===== config.mk =====
export PLATFORM = sky130hd
export DESIGN_NAME = twiddle_mult_seq_flat
export DESIGN_NICKNAME = d
export VERILOG_FILES = /design/src/rtl/twiddle_mult_seq_if.sv /design/src/rtl/twiddle_mult_seq.sv /design/src/flat_wrapper.sv
export SDC_FILE = /design/constraint.sdc
export NUM_CORES = 2
export LEC_CHECK = 0
export CORE_ASPECT_RATIO = 1.25
export CORE_UTILIZATION = 30
export CTS_BUF_LIST = sky130_fd_sc_hd__clkbuf_2 sky130_fd_sc_hd__clkbuf_4 sky130_fd_sc_hd__clkbuf_8
export CTS_CLUSTER_DIAMETER = 50
export DETAILED_ROUTE_END_ITERATION = 8
export GPL_TIMING_DRIVEN = 0
export PLACE_DENSITY = 0.52
export SYNTH_ARGS = -nofsm -noshare
export SYNTH_HDL_FRONTEND = slang
export SYNTH_SLANG_ARGS = --single-unit

===== constraint.sdc =====
create_clock -name clk -period 19 [get_ports clk]
set_input_delay 3.8 -clock clk [delete_from_list [all_inputs] [get_ports clk]]
set_output_delay 3.8 -clock clk [all_outputs]
set_load 0.005 [all_outputs]

===== src/rtl/twiddle_mult_seq_if.sv =====
// Stream and twiddle-LUT signals of twiddle_mult_seq.
// The master modport is the multiplier's view.
// The slave modport is the view of the surrounding logic: the sample source, the sink and the LUT.
interface twiddle_mult_seq_if #(
    parameter int DW = 16,
    parameter int KW = 3
);
    logic              in_valid;
    logic              in_ready;
    logic [2*DW-1:0]   in_data;
    logic              in_last;
    logic [KW-1:0]     k_out;
    logic [2*DW-1:0]   w_in;
    logic              out_valid;
    logic              out_ready;
    logic [2*DW-1:0]   out_data;
    logic              out_last;
    logic              frame_err;

    modport master (
        input  in_valid, in_data, in_last, w_in, out_ready,
        output in_ready, k_out, out_valid, out_data, out_last, frame_err
    );

    modport slave (
        output in_valid, in_data, in_last, w_in, out_ready,
        input  in_ready, k_out, out_valid, out_data, out_last, frame_err
    );
endinterface


===== src/rtl/twiddle_mult_seq.sv =====
// Streaming complex multiplier that requests a twiddle factor per sample.
// The twiddle index is the sample counter modulo the LUT size.
// Each sample is multiplied by W, or by conj(W) when INVERSE is set.
// The pipeline has three stages: capture, products, then sum/round/saturate.
// All three stages share one enable, so backpressure stalls the whole pipe.
module twiddle_mult_seq #(
    parameter int DW      = 16,
    parameter int FRAC    = 8,
    parameter int KW      = 3,
    parameter int NPTS    = 16,
    parameter int INVERSE = 0
) (
    input  logic            clk,
    input  logic            rst_n,
    twiddle_mult_seq_if.master bus
);
    localparam int CW = (NPTS > 1) ? $clog2(NPTS) : 1;
    localparam logic [CW-1:0] LAST_CNT = CW'(NPTS - 1);
    localparam logic signed [2*DW:0] ROUND_ADD = (2*DW+1)'(2 ** (FRAC - 1));
    localparam logic signed [2*DW:0] SAT_MAX   = (2*DW+1)'(2 ** (DW - 1) - 1);
    localparam logic signed [2*DW:0] SAT_MIN   = (2*DW+1)'(-(2 ** (DW - 1)));

    // Frame tracking
    logic [CW-1:0]          r_cnt;
    logic                   r_frame_err;

    // Stage 1: captured operands
    logic                   r_v1;
    logic                   r_last1;
    logic signed [DW-1:0]   r_a, r_b, r_c, r_d;

    // Stage 2: partial products
    logic                   r_v2;
    logic                   r_last2;
    logic signed [2*DW-1:0] r_ac, r_bd, r_ad, r_bc;

    // Stage 3: output register
    logic                   r_v3;
    logic                   r_last3;
    logic [2*DW-1:0]        r_out;

    logic                   w_en;
    logic                   w_accept;
    logic                   w_cnt_is_last;
    logic signed [DW-1:0]   w_d_in;
    logic signed [2*DW-1:0] w_a_ext, w_b_ext, w_c_ext, w_d_ext;
    logic signed [2*DW:0]   w_re, w_im;
    logic signed [2*DW:0]   w_re_rnd, w_im_rnd;
    logic signed [2*DW:0]   w_re_shr, w_im_shr;

    // Clamp a wide signed value into the DW-bit output range.
    function automatic logic [DW-1:0] saturate(input logic signed [2*DW:0] v);
        logic [DW-1:0] res;
        if (v > SAT_MAX) begin
            res = SAT_MAX[DW-1:0];
        end else if (v < SAT_MIN) begin
            res = SAT_MIN[DW-1:0];
        end else begin
            res = v[DW-1:0];
        end
        return res;
    endfunction

    // The pipe advances unless a finished sample is waiting for the sink.
    assign w_en          = !r_v3 || bus.out_ready;
    assign w_accept      = bus.in_valid && w_en;
    assign w_cnt_is_last = (r_cnt == LAST_CNT);

    assign bus.in_ready  = w_en;
    assign bus.k_out     = r_cnt[KW-1:0];
    assign bus.out_valid = r_v3;
    assign bus.out_data  = r_out;
    assign bus.out_last  = r_last3;
    assign bus.frame_err = r_frame_err;

    // Conjugating W only flips the sign of the imaginary part of the LUT word.
    assign w_d_in  = (INVERSE != 0) ? -$signed(bus.w_in[DW-1:0]) : $signed(bus.w_in[DW-1:0]);

    // Widen the operands first so that each product keeps its full 2*DW bits.
    assign w_a_ext = (2*DW)'(r_a);
    assign w_b_ext = (2*DW)'(r_b);
    assign w_c_ext = (2*DW)'(r_c);
    assign w_d_ext = (2*DW)'(r_d);

    // Sum at 2*DW+1 bits, add half an LSB, then shift right arithmetically (round half up).
    assign w_re     = (2*DW+1)'(r_ac) - (2*DW+1)'(r_bd);
    assign w_im     = (2*DW+1)'(r_ad) + (2*DW+1)'(r_bc);
    assign w_re_rnd = w_re + ROUND_ADD;
    assign w_im_rnd = w_im + ROUND_ADD;
    assign w_re_shr = w_re_rnd >>> FRAC;
    assign w_im_shr = w_im_rnd >>> FRAC;

    // Sample counter with framing check.
    // An early in_last resyncs the counter to 0.
    // A missing in_last lets the counter wrap normally.
    always_ff @(posedge clk) begin
        if (!rst_n) begin
            r_cnt       <= '0;
            r_frame_err <= 1'b0;
        end else begin
            r_frame_err <= w_accept && (bus.in_last != w_cnt_is_last);
            if (w_accept) begin
                if (w_cnt_is_last || bus.in_last) begin
                    r_cnt <= '0;
                end else begin
                    r_cnt <= r_cnt + CW'(1);
                end
            end
        end
    end

    // Stage 1: capture the sample together with the twiddle returned for this index.
    always_ff @(posedge clk) begin
        if (!rst_n) begin
            r_v1    <= 1'b0;
            r_last1 <= 1'b0;
            r_a     <= '0;
            r_b     <= '0;
            r_c     <= '0;
            r_d     <= '0;
        end else if (w_en) begin
            r_v1 <= bus.in_valid;
            if (bus.in_valid) begin
                r_last1 <= w_cnt_is_last || bus.in_last;
                r_a     <= $signed(bus.in_data[2*DW-1:DW]);
                r_b     <= $signed(bus.in_data[DW-1:0]);
                r_c     <= $signed(bus.w_in[2*DW-1:DW]);
                r_d     <= w_d_in;
            end
        end
    end

    // Stage 2: form the four cross products of (a + jb)(c + jd).
    always_ff @(posedge clk) begin
        if (!rst_n) begin
            r_v2    <= 1'b0;
            r_last2 <= 1'b0;
            r_ac    <= '0;
            r_bd    <= '0;
            r_ad    <= '0;
            r_bc    <= '0;
        end else if (w_en) begin
            r_v2 <= r_v1;
            if (r_v1) begin
                r_last2 <= r_last1;
                r_ac    <= w_a_ext * w_c_ext;
                r_bd    <= w_b_ext * w_d_ext;
                r_ad    <= w_a_ext * w_d_ext;
                r_bc    <= w_b_ext * w_c_ext;
            end
        end
    end

    // Stage 3: register the rounded and saturated result.
    // It holds steady while the sink stalls.
    always_ff @(posedge clk) begin
        if (!rst_n) begin
            r_v3    <= 1'b0;
            r_last3 <= 1'b0;
            r_out   <= '0;
        end else if (w_en) begin
            r_v3 <= r_v2;
            if (r_v2) begin
                r_last3 <= r_last2;
                r_out   <= {saturate(w_re_shr), saturate(w_im_shr)};
            end
        end
    end
endmodule

===== src/flat_wrapper.sv =====
// flat-port wrapper written by rule: the top's interface ports become plain ports
module twiddle_mult_seq_flat 
#(
    parameter int DW      = 16,
    parameter int FRAC    = 8,
    parameter int KW      = 3,
    parameter int NPTS    = 16,
    parameter int INVERSE = 0
)
  (clk, rst_n, bus_in_valid, bus_in_data, bus_in_last, bus_w_in, bus_out_ready, bus_in_ready, bus_k_out, bus_out_valid, bus_out_data, bus_out_last, bus_frame_err);
  twiddle_mult_seq_if #(.DW(DW), .KW(KW)) bus_i ();
  input  logic clk;
  input  logic rst_n;
  input wire logic [$bits(bus_i.in_valid)-1:0] bus_in_valid;
  input wire logic [$bits(bus_i.in_data)-1:0] bus_in_data;
  input wire logic [$bits(bus_i.in_last)-1:0] bus_in_last;
  input wire logic [$bits(bus_i.w_in)-1:0] bus_w_in;
  input wire logic [$bits(bus_i.out_ready)-1:0] bus_out_ready;
  output wire logic [$bits(bus_i.in_ready)-1:0] bus_in_ready;
  output wire logic [$bits(bus_i.k_out)-1:0] bus_k_out;
  output wire logic [$bits(bus_i.out_valid)-1:0] bus_out_valid;
  output wire logic [$bits(bus_i.out_data)-1:0] bus_out_data;
  output wire logic [$bits(bus_i.out_last)-1:0] bus_out_last;
  output wire logic [$bits(bus_i.frame_err)-1:0] bus_frame_err;
  assign bus_i.in_valid = bus_in_valid;
  assign bus_i.in_data = bus_in_data;
  assign bus_i.in_last = bus_in_last;
  assign bus_i.w_in = bus_w_in;
  assign bus_i.out_ready = bus_out_ready;
  assign bus_in_ready = bus_i.in_ready;
  assign bus_k_out = bus_i.k_out;
  assign bus_out_valid = bus_i.out_valid;
  assign bus_out_data = bus_i.out_data;
  assign bus_out_last = bus_i.out_last;
  assign bus_frame_err = bus_i.frame_err;
  twiddle_mult_seq #(.DW(DW), .FRAC(FRAC), .KW(KW), .NPTS(NPTS), .INVERSE(INVERSE)) u_core (.clk(clk), .rst_n(rst_n), .bus(bus_i));
endmodule

==> results_dict.tcl <==
set metrics [dict create \
    crit_required_ns 19.59 \
    yosysTopAreaCellShare_pct 41.0 \
    numCtsBuffers 47 \
    finalClockSkew_ns 0.0703 \
    p_seq_share_pct 21.5 \
    crit_fanout 11 \
    synth.avg_cell_area_um2 8.87 \
    drv_slew 12 \
    synth_edf_count 0 \
    ys_ff_latch 235 \
    drive_gt1_share_pct 1.96 \
    firstDrtPassIters 9 \
    ctsLongestPathBuffers 3 \
    min_period_ns 9.65 \
    grt_pass1_wl_um 282000 \
    clock_sinks 235 \
    synthToLayoutAreaGrowth_pct 9.63 \
    power.share.clock_pct 21.8 \
    synthesis.nets 7333 \
    syn_area_um2 51100 \
    placeableCoreArea_um2 169000 \
    die_h_um 464 \
    cts-resized-gates 0 \
    synth.area.top_cells "fa_1 41%, ha_1 11%, dfxtp_1 9.2%, inv_1 8.7%, and2_1 7.0%" \
    ir_worst_vdd_mv 0.0436 \
    start_util_pct 30.2 \
    min_path_cells 2 \
    io_buffers 106 \
    critPathArrivalTime_ns 10.25 \
    routed_via_density 4.93 \
    ys_types 66 \
    slew_headroom_pct -2.60 \
    hold_path.class "flip-flop to flip-flop" \
    switchingPower_mw 1.32 \
    drt-total-wl_um 194000 \
    leakagePower_nw 27.7 \
    swShare_pct 48.7 \
    grt-ovfl-total 0 \
    ios 108 \
    p_int_mw 1.39 \
    place_hpwl_um 165000 \
    grt_max_degree 15 \
    layout_common_cells "1191 x inv_1, 1048 x fa_1, 813 x nand2_1, 571 x and2_1, 452 x ha_1" \
    ys_warn_count 0 \
    worst_pin_slew_ns 1.54 \
    antenna_found_initial 35 \
    yosysSeqAreaShare_pct 9.20 \
    cts-htree-levels 2 \
    die_w_um 371 \
    reg2reg_depth 22 \
    drtIter0Drc 2563 \
    r2r_start "u_core.r_c[15]" \
    violations "design-rule violations, max-capacitance violations, max-slew violations" \
    cts_hold_buffers 0 \
    grt_usage_pct 22.8 \
    synth_top_area_cell "fa_1" \
    cts_setup_buffers 0 \
    route.detailed.drc 3 \
    synthCells 5764 \
    hold_ws_ns 0.461 \
    crit_path_start "u_core.r_c[15]" \
    hold_viol_final 0 \
    outcome "finished with violations" \
    reg2reg_slack_ns 9.35 \
    cts_tree "built" \
    power_density_nw_per_um2 48.2 \
    clkTransAtPathRegs_ns 0.06 \
    setup_viol 0 \
    grt_pass1_vias 42900 \
    clock-root-buffer "clkbuf_8" \
    nNetsFinal 7488 \
    final_common_cell "inv_1" \
    wl_per_cell_um 23.6 \
    crit_path_end_kind "flip-flop" \
    finalSetupTns_ns 0 \
    clock_latency_ns 0.75 \
    rsz0062_at_grt "no" \
    startpoint_type "flip-flop" \
    worstHoldStart "u_core.r_bc[29]" \
    min_period_over_period_pct 50.8 \
    p_comb_share_pct 56.7 \
    path_class "flip-flop to flip-flop" \
    cap_violations 1 \
    rows 169 \
    async_reset_ff_share_pct 0 \
    vias 40400 \
    dieArea_um2 172000 \
    max_freq_ghz 0.104 \
    ant_nets 0 \
    routabilityCongestion 1.00 \
    ys.flop_type "dfxtp_1" \
]
## Yosys cell counts, drive strengths merged, types with 5 or more instances
cell     number
o31ai        25
inv        1191
nand4        16
a41oi         6
a21boi      100
nor2b        15
o41ai         6
nand2b       48
nor4          6
and4          6
clkbuf      257
a31oi        12
o21a         12
o22ai        15
o211a         8
a2111oi       6
nor2        119
nand3        43
o21ai       202
or3           5
fa         1048
o21bai       24
a211o         5
dfxtp       235
xor2         72
buf          17
xnor2       113
a21o         67
a31o          7
o211ai        6
and3         21
a211oi       14
ha          452
and2        571
nor3         27
or4           5
a21oi       134
nand2       813
## critical path, cell delays in order, from the launching register on
cell,delay [ns]
dfxtp_1,1.04
clkinv_1,1.06
clkbuf_2,0.69
nor2_1,0.26
fa_1,0.46
fa_1,0.46
fa_1,0.59
fa_1,0.45
fa_1,0.49
inv_1,0.05
fa_1,0.47
inv_1,0.04
ha_1,0.35
a21o_1,0.21
a2111oi_0,0.43
o41ai_1,0.15
a31o_2,0.25
o41ai_1,0.42
o21ai_0,0.29
a2111o_1,0.46
a31oi_1,0.19
xor2_1,0.49
o21ai_0,0.14
## logic make-up (layout without fill, tap and decap cells)
| logic type | count (synthesis) | count (layout) | synth area share (%) |
|---|---|---|---|
| DFF | 235 | 235 | 9.20 |
| xor gates and xnor gates | 185 | 185 | 3.17 |
| other | 0 | 13 | 0 |
| muxes | 3 | 3 | 0.0587 |
| buffers and inverters | 1466 | 1659 | 10.8 |
| adders and majority gates | 1500 | 1500 | 52.1 |
| AOI/OAI and AO/OA | 672 | 672 | 8.46 |
| and+or+nand+nor | 1703 | 1703 | 16.2 |
## area by class of cell
cell class                 count  area (um2)
sequential                   235        4700
inverter                    1192        4470
tap                         2223        2780
buffer                       274        1060
clock inverter                14         118
multi-input combinational   4063       40900
timing repair buffer         106        1060
fill                       17900      113000
clock buffer                  73         923
antenna                       13        32.5
## flip-flops by register name (all words and copies together), names as in the netlist, 4 cells and up
name and flops:
u_core.r_b 16, u_core.r_cnt 4, u_core.bus.out_data 32, u_core.r_d 16, u_core.r_a 16, u_core.r_bd 32
u_core.r_c 16, u_core.r_bc 32, u_core.r_ad 32, u_core.r_ac 32
## worst paths after layout
check                                  endpoint
worst max-delay path            u_core.r_bc[30]
worst min-delay path            u_core.r_bc[29]
worst max register to register  u_core.r_bc[30]
worst min register to register  u_core.r_bc[29]
## layer usage
metal | global-route usage [%] | up-vias | wire, um
met5 | 0 | - | 64
met4 | 11.3 | 10 | 11100
met3 | 4.55 | 361 | 14000
met2 | 38.7 | 1311 | 93900
met1 | 27.0 | 20900 | 74600
li1 | - | 17800 | -
## stage by stage
step                      util, %  setup WS, ns  cell area [um2]  power [mW]  cells
after floorplan                 -         11.09            51100        1.53   5764
after global placement       32.5          9.28            55000        2.11   8093
after detailed placement     32.5          9.55            55000        2.12   8093
after CTS                    33.1          9.51            56000        2.73   8180
after global routing         33.1          9.02            56000        2.90   8182
final                        33.1          9.35            56000        2.70   8193
## power groups by stage
stage | clock network, mW | registers (mW) | logic (mW)
2_1_floorplan | 0 | 0.564 | 0.964
3_3_place_gp | 0 | 0.590 | 1.52
3_5_place_dp | 0 | 0.591 | 1.53
4_1_cts | 0.606 | 0.581 | 1.54
5_1_grt | 0.623 | 0.585 | 1.69
6_report | 0.588 | 0.582 | 1.53
No activity file was read; power rests on OpenSTA's default activity.
